===== config.mk =====
export PLATFORM = sky130hd
export DESIGN_NAME = xrbase_alfred_irq_ctrl
export DESIGN_NICKNAME = d
export VERILOG_FILES = /design/src/rtl/xrbase_alfred_irq_pkg.sv /design/src/rtl/xrbase_alfred_irq_prio_enc.sv /design/src/rtl/xrbase_alfred_irq_ctrl.sv
export SDC_FILE = /design/constraint.sdc
export NUM_CORES = 1
export LEC_CHECK = 0
export BUFFER_PORTS_ARGS = -buffer_cell sky130_fd_sc_hd__buf_2
export CAP_MARGIN = 30
export CORE_MARGIN = 2
export CORE_UTILIZATION = 25
export DETAILED_ROUTE_END_ITERATION = 8
export GPL_TIMING_DRIVEN = 0
export PLACE_DENSITY = 0.57
export SETUP_SLACK_MARGIN = 0.15
export SYNTH_ARGS = -nofsm -noshare
export SYNTH_HDL_FRONTEND = slang
export SYNTH_SLANG_ARGS = --single-unit

===== constraint.sdc =====
create_clock -name clk -period 6.85 [get_ports clk]
set_clock_uncertainty 0.05 [all_clocks]
set_input_delay 1.37 -clock clk [delete_from_list [all_inputs] [get_ports clk]]
set_output_delay 1.37 -clock clk [all_outputs]
set_load 0.005 [all_outputs]

===== src/rtl/xrbase_alfred_irq_pkg.sv =====
// Shared types and defaults for the xrbase_alfred interrupt controller.
package xrbase_alfred_irq_pkg;

    localparam int unsigned DEF_NUM_IRQ = 33;
    localparam int unsigned DEF_CNT_W   = 16;

    typedef enum logic [1:0] {
        ST_IDLE    = 2'd0,
        ST_PRESENT = 2'd1,
        ST_GAP     = 2'd2
    } irq_state_e;

endpackage : xrbase_alfred_irq_pkg


===== src/rtl/xrbase_alfred_irq_prio_enc.sv =====
// Lowest-index-wins priority encoder, purely combinational.
module xrbase_alfred_irq_prio_enc #(
    parameter int unsigned N = 33,
    parameter int unsigned W = $clog2(N)
) (
    input  logic [N-1:0] i_req,
    output logic         o_any_c,
    output logic [W-1:0] o_id_c
);

    // Scan from the top down so the lowest set index is the last to win.
    always_comb begin
        o_any_c = |i_req;
        o_id_c  = '0;
        for (int i = int'(N) - 1; i >= 0; i--) begin
            if (i_req[i]) begin
                o_id_c = W'(i);
            end
        end
    end

endmodule : xrbase_alfred_irq_prio_enc


===== src/rtl/xrbase_alfred_irq_ctrl.sv =====
// Interrupt controller: pending latch, edge detect, fixed-priority claim FSM
// and a saturating counter of edges that were coalesced into a pending bit.
module xrbase_alfred_irq_ctrl
    import xrbase_alfred_irq_pkg::*;
#(
    parameter int unsigned NUM_IRQ = DEF_NUM_IRQ,
    parameter int unsigned ID_W    = $clog2(NUM_IRQ),
    parameter int unsigned CNT_W   = DEF_CNT_W
) (
    input  logic               clk,
    input  logic               rst,
    input  logic [NUM_IRQ-1:0] irq_in,
    input  logic [NUM_IRQ-1:0] cfg_edge,
    input  logic [NUM_IRQ-1:0] cfg_mask,
    output logic               irq_valid,
    output logic [ID_W-1:0]    irq_id,
    input  logic               irq_ack,
    output logic [NUM_IRQ-1:0] pending,
    output logic [CNT_W-1:0]   ovf_cnt,
    input  logic               ovf_clr
);

    irq_state_e         r_state;
    irq_state_e         w_state_nxt;
    logic [NUM_IRQ-1:0] r_prev;
    logic [NUM_IRQ-1:0] r_pending;
    logic               r_valid;
    logic [ID_W-1:0]    r_id;
    logic [ID_W-1:0]    w_id_nxt;
    logic [CNT_W-1:0]   r_ovf;

    logic [NUM_IRQ-1:0] w_edge;
    logic [NUM_IRQ-1:0] w_set;
    logic [NUM_IRQ-1:0] w_clr;
    logic [NUM_IRQ-1:0] w_cand;
    logic               w_ack;
    logic               w_coal;
    logic               w_any;
    logic [ID_W-1:0]    w_win;

    assign w_edge = irq_in & ~r_prev;
    assign w_set  = (cfg_edge & w_edge) | (~cfg_edge & irq_in);
    assign w_ack  = (r_state == ST_PRESENT) && irq_ack;
    assign w_clr  = w_ack ? (NUM_IRQ'(1) << r_id) : '0;
    assign w_cand = r_pending & cfg_mask;
    // An edge that lands on a bit already pending (and not being acked) is lost.
    assign w_coal = |(cfg_edge & w_edge & r_pending & ~w_clr);

    xrbase_alfred_irq_prio_enc #(
        .N (NUM_IRQ),
        .W (ID_W)
    ) u_prio_enc (
        .i_req   (w_cand),
        .o_any_c (w_any),
        .o_id_c  (w_win)
    );

    // Edge history and pending register; a same-cycle set beats the ack clear.
    always_ff @(posedge clk) begin
        if (rst) begin
            r_prev    <= '0;
            r_pending <= '0;
        end else begin
            r_prev    <= irq_in;
            r_pending <= (r_pending & ~w_clr) | w_set;
        end
    end

    // Claim FSM next-state: ID is captured once in IDLE and frozen until ack.
    always_comb begin
        w_state_nxt = r_state;
        w_id_nxt    = r_id;
        case (r_state)
            ST_IDLE: begin
                if (w_any) begin
                    w_state_nxt = ST_PRESENT;
                    w_id_nxt    = w_win;
                end
            end
            ST_PRESENT: begin
                if (irq_ack) begin
                    w_state_nxt = ST_GAP;
                end
            end
            ST_GAP: begin
                w_state_nxt = ST_IDLE;
            end
            default: begin
                w_state_nxt = ST_IDLE;
            end
        endcase
    end

    // Claim FSM state and registered presentation outputs.
    always_ff @(posedge clk) begin
        if (rst) begin
            r_state <= ST_IDLE;
            r_valid <= 1'b0;
            r_id    <= '0;
        end else begin
            r_state <= w_state_nxt;
            r_valid <= (w_state_nxt == ST_PRESENT);
            r_id    <= w_id_nxt;
        end
    end

    // Coalesced-edge counter: clear beats increment, saturates at all-ones.
    always_ff @(posedge clk) begin
        if (rst) begin
            r_ovf <= '0;
        end else if (ovf_clr) begin
            r_ovf <= '0;
        end else if (w_coal && !(&r_ovf)) begin
            r_ovf <= r_ovf + CNT_W'(1);
        end
    end

    assign irq_valid = r_valid;
    assign irq_id    = r_id;
    assign pending   = r_pending;
    assign ovf_cnt   = r_ovf;

endmodule : xrbase_alfred_irq_ctrl


# Yosys cells after proc, flatten, opt, wreduce, memory -nomap -nowiden
# Cells that the tools add are included.
dict set report totals {
  input_bits 103
  out_inout_bits 56
  word_cells 68
  reg_bits 91
}
dict set report op_classes {
  reduce_logical 9
  addsub 1
  muxes 37
  eq_ne 2
  shifts 1
  bitwise 12
}
# operator n
set op_table {}
lappend op_table {{33-bit bitwise AND} 7}
lappend op_table {{6-bit two-way mux} 33}
lappend op_table {{33-bit NOT} 3}
lappend op_table {{33-bit bitwise OR} 2}
lappend op_table {{33-bit OR reduction} 2}
lappend op_table {{33-bit two-way mux} 1}
lappend op_table {{1-bit by 6-bit left shift with 33-bit output (first input constant)} 1}
lappend op_table {{16-bit by 1-bit adder with 16-bit output (second input constant)} 1}
lappend op_table {{16-bit AND reduction} 1}
lappend op_table {{2-bit by 1-bit equality test with 1-bit output (second input constant)} 2}
lappend op_table {{2-bit two-way mux} 2}
lappend op_table {{2-bit case mux with 2 select lines} 1}
lappend op_table {{1-bit logical AND} 2}
lappend op_table {{2-bit zero test} 1}
lappend op_table {{2-bit AND reduction} 1}
lappend op_table {{2-bit OR reduction} 1}
lappend op_table {{1-bit zero test} 1}

# Longest topological paths before layout
dict set report logic_depth {
  word_depth 34
  ltp_mapped 12
}

# By module
# From an unflattened synthesis, not the netlist that was laid out.
dict set report hier_totals {
  cells_unflattened 568
  hier_area_um2 4539.4
}
# mod instances cells_per_inst seq_area_each_um2 area_each_um2
set modules_own_cells {}
lappend modules_own_cells {xrbase_alfred_irq_ctrl 1 500 1821.7 4130.2}
lappend modules_own_cells {xrbase_alfred_irq_prio_enc 1 68 0.0 409.1}

# Worst setup path after synthesis
# OpenSTA, ideal clock, no wires.
dict set report synth_path {
  kind {input-to-reg}
  start {input irq_ack}
  end {register r_ovf[15], in the netlist ovf_cnt[15]}
  path_slack_ps 3415
  path_stages 11
  setup_ps 129
  n_path_buf 3
  arrival_time_ps 3256
  cell_sequence {nand3b_1 -> buf_2 -> o41ai_1 -> nor3_1 -> nor4_1 -> nand4_1 -> nor3_4 -> buf_6 -> buf_8 -> o21ai_0 -> nor3b_2}
}
dict set report synth_between {
  elab_chain_len 6
}
# item line
set synth_rtl {}
lappend synth_rtl {{start: declaration} xrbase_alfred_irq_ctrl.sv:17} ;# input logic irq_ack,
lappend synth_rtl {{1-bit logical AND} xrbase_alfred_irq_ctrl.sv:43} ;# assign w_ack = (r_state == ST_PRESENT) && irq_ack;
lappend synth_rtl {{33-bit two-way mux} xrbase_alfred_irq_ctrl.sv:44} ;# assign w_clr = w_ack ? (NUM_IRQ'(1) << r_id) : '0;
lappend synth_rtl {{33-bit NOT} xrbase_alfred_irq_ctrl.sv:47} ;# assign w_coal = |(cfg_edge & w_edge & r_pending & ~w_clr);
lappend synth_rtl {{33-bit bitwise AND} xrbase_alfred_irq_ctrl.sv:47}
lappend synth_rtl {{33-bit OR reduction} xrbase_alfred_irq_ctrl.sv:47}
lappend synth_rtl {{1-bit logical AND} xrbase_alfred_irq_ctrl.sv:113} ;# end else if (w_coal && !(&r_ovf)) begin
lappend synth_rtl {{end signal: assignment} xrbase_alfred_irq_ctrl.sv:114} ;# r_ovf <= r_ovf + CNT_W'(1);
lappend synth_rtl {{end: declaration} xrbase_alfred_irq_ctrl.sv:30} ;# logic [CNT_W-1:0] r_ovf;
# No other way between the ends.
# A chain may end at the register's enable or synchronous reset.

# Worst setup path in the final report
# Same ends and word-level chain as after synthesis.

==> metrics.md <==
| Metric | Value |
|---|---|
| Overflow after GRT | `0` |
| Layout Nets | `837` |
| Yosys warnings | `0` |
| CTS resizes | `0` |
| Global routing met2 resource utilization | `0.279` |
| Post-DRT Antenna Nets | `0` |
| Most frequent cells in the layout | `buf_2, nand2_1, dfxtp_1` |
| WP data arrival | `4.20 ns` |
| Post-Synthesis Cells | `564` |
| Max-slew violations | `0` |
| Fill cell count | `1,937` |
| Final WL | `approximately 17,000 um` |
| Std-Cell Rows | `between 40 and 50` |
| CTS tree | `built` |
| Ys async rst share | `0` |
| Synth-to-Final Area Change | `29.8%` |
| Finished Cell Area | `about 0.0058 mm2` |
| WL/cell | `around 18 um` |
| DRT Pass-1 Iters | `5` |
| Post-synthesis area per instance | `between 7 and 8 um2` |
| First-pass GRT wire length | `around 26,000 um` |
| Mapped Area | `about 0.0045 mm2` |
| Status | `finished clean` |
| Final setup vio count | `0` |
| Number of flops mapped to enable cells by yosys | `0` |
| Required @ worst endpoint | `7.03 ns` |
| I/O pin count | `between 150 and 200` |
| Final hold vios | `0` |
| Setup TNS | `0 ns` |
| Lkg Pwr | `about 2.4 nW` |
| Fin crit share | `0.586` |
| Hpwl dp | `13,500 um` |
| Met1 Use GR | `0.242` |
| Die height | `around 140 um` |
| Maximum resistive drop on vdd | `between 0.0001 and 0.00015 V` |
| Seq/Total Area, Yosys | `0.406` |
| PwrDens | `226 mW/mm2` |
| Starting density of the core | `0.253` |
| Hold-fix buffers, CTS | `0` |
| Post-Syn Nets | `668` |
| Yosys cell types | `50` |
| Max Fclk | `approximately 250 MHz` |
| RSZ-0062 raised after global routing | `false` |
| Actual slew at the worst max-slew pin | `~0.65 ns` |
| Worst rel slew slack | `0.567` |
| Commonest non-fill, non-tap cell in the layout | `buf_2` |
| Vias in the first global route | `~4,600` |
| DRT iter0 DRCs | `roughly 290` |
| Max-cap violations | `0` |
| Ys flop type | `dfxtp_1` |
| DRC | `0` |
| Vias per cell | `slightly above 5` |
| Post-place setup slack | `2.46 ns` |
| CTS sink count | `91` |
| Tmin final | `about 4 ns` |
| Critical path class | `in2reg` |
| Final antenna diode count | `0` |
| Placer congestion estimate | `0.857` |
| Clock Path Buffers | `2` |
| CTS root buf | `clkbuf_16` |
| Die Wd | `between 100 and 150 um` |
| Initial antenna violation count | `0` |
| Crit-path max FO | `10` |
| Largest net degree at the start of global routing | `14` |
| Overall Power | `1.32 mW` |
| Hold WC Path Type | `reg2reg` |
| IO buf count | `approximately 160` |
| Total CTS buffers | `9` |
| Seq cells post-synth | `~90` |
| Clock latency on the worst-skew pair | `0.35 ns` |
| Dpl cell area | `between 0.005 and 0.006 mm2` |
| Area of the multi-input gates | `0.00250 mm2` |
| Die area | `about 0.019 mm2` |
| Core area | `approximately 0.018 mm2` |
| Worst-path clk slew | `approximately 0.070 ns` |
| Total GRT Usage | `0.178` |
| Critical Path Start Type | `primary input` |
| Vias | `around 4,900` |
| Most used routing layer | `met2` |
| Critical Path End Type | `flop` |
| Layout cells sized above 1 | `0.252` |
| Post-CTS setup buffer count | `0` |
| Final WS setup | `~2.8 ns` |
| H-tree Lvls | `3` |
| Sequential cell area | `approximately 0.0018 mm2` |
| Met3 usage | `0.0364` |
[critical path, cell delays in order]
cell	delay, ns
buf_2	0.10
nand3b_1	0.15
buf_2	0.26
o41ai_1	0.53
nor3_1	0.11
nor4_1	0.45
nand4_1	0.30
nor3_4	0.36
buf_6	0.19
buf_8	0.14
o21ai_0	0.08
nor3b_2	0.15
[stage by stage]
step / instances / util / hold WS [ns]
final: 966 / 0.328 / 0.454
after CTS: 966 / 0.328 / 0.459
after detailed placement: 951 / 0.313 / 0.448
after global routing: 966 / 0.328 / 0.488
after global placement: 951 / 0.313 / 0.441
after floorplan: 564 / - / 0.431
[Yosys cell counts, types with 4 or more instances]
cell | instances | area share
dfxtp_1 | 91 | 0.41
and3_1 | 4 | 0.0056
nor2_1 | 13 | 0.011
o21ai_1 | 5 | 0.0056
buf_6 | 4 | 0.010
nand2b_1 | 6 | 0.0084
or4_1 | 6 | 0.010
nand4b_1 | 4 | 0.0078
o31ai_1 | 9 | 0.015
a31oi_1 | 5 | 0.0070
o41ai_1 | 26 | 0.051
nor3_1 | 29 | 0.032
nor2b_1 | 35 | 0.049
nand4_1 | 14 | 0.019
a22oi_1 | 17 | 0.028
a32o_1 | 5 | 0.011
inv_1 | 4 | 0.0033
or3_1 | 10 | 0.014
clkbuf_1 | 19 | 0.016
nand2_1 | 133 | 0.11
a21oi_1 | 52 | 0.058
nor4_1 | 8 | 0.011
o21ai_0 | 11 | 0.012
nand3_1 | 14 | 0.016
[kinds of logic after synthesis]
family / share of synthesized area
fa+ha+maj: 0.00279
buf+inv: 0.0368
simple gates: 0.327
flops: 0.406
compound gates: 0.228
[metal layers]
layer,wire [um],vias to the layer above
met4,391,0
li1,-,2432
met3,919,21
met2,7720,166
met1,8220,2257
met5,0,-
[final timing paths]
kind                            startpoint                        to  slack [ns]  cells after the start
hold reg to reg   ovf_cnt[14]$_SDFFE_PP0P_  ovf_cnt[14]$_SDFFE_PP0P_        0.45                      2
setup reg to reg    irq_id[4]$_SDFFE_PP0P_  ovf_cnt[15]$_SDFFE_PP0P_        3.46                     11
setup / recovery                   irq_ack  ovf_cnt[15]$_SDFFE_PP0P_        2.84                     12
hold / removal    ovf_cnt[14]$_SDFFE_PP0P_  ovf_cnt[14]$_SDFFE_PP0P_        0.45                      2
[power breakdown]
group	leakage [nW]	switching [mW]	internal, mW
Clock	0.126	0.211	0.254
Sequential	0.755	0.0310	0.561
Combinational	1.55	0.156	0.104
Total	2.43	0.398	0.919
[state kept, by name, indices dropped and copies added (netlist names)]
signal	count
ovf_cnt	16
pending	33
irq_valid	1
r_prev	33
r_state	2
irq_id	6
[layout make-up]
class,count,area share
tap,229,0.0491
buffer,28,0.0257
clock buffer,13,0.0429
multi-input combinational,441,0.430
inverter,4,0.00257
timing repair buffer,158,0.136
clock inverter,2,0.00215
sequential,91,0.312
No activity file was read; power rests on OpenSTA's default activity.
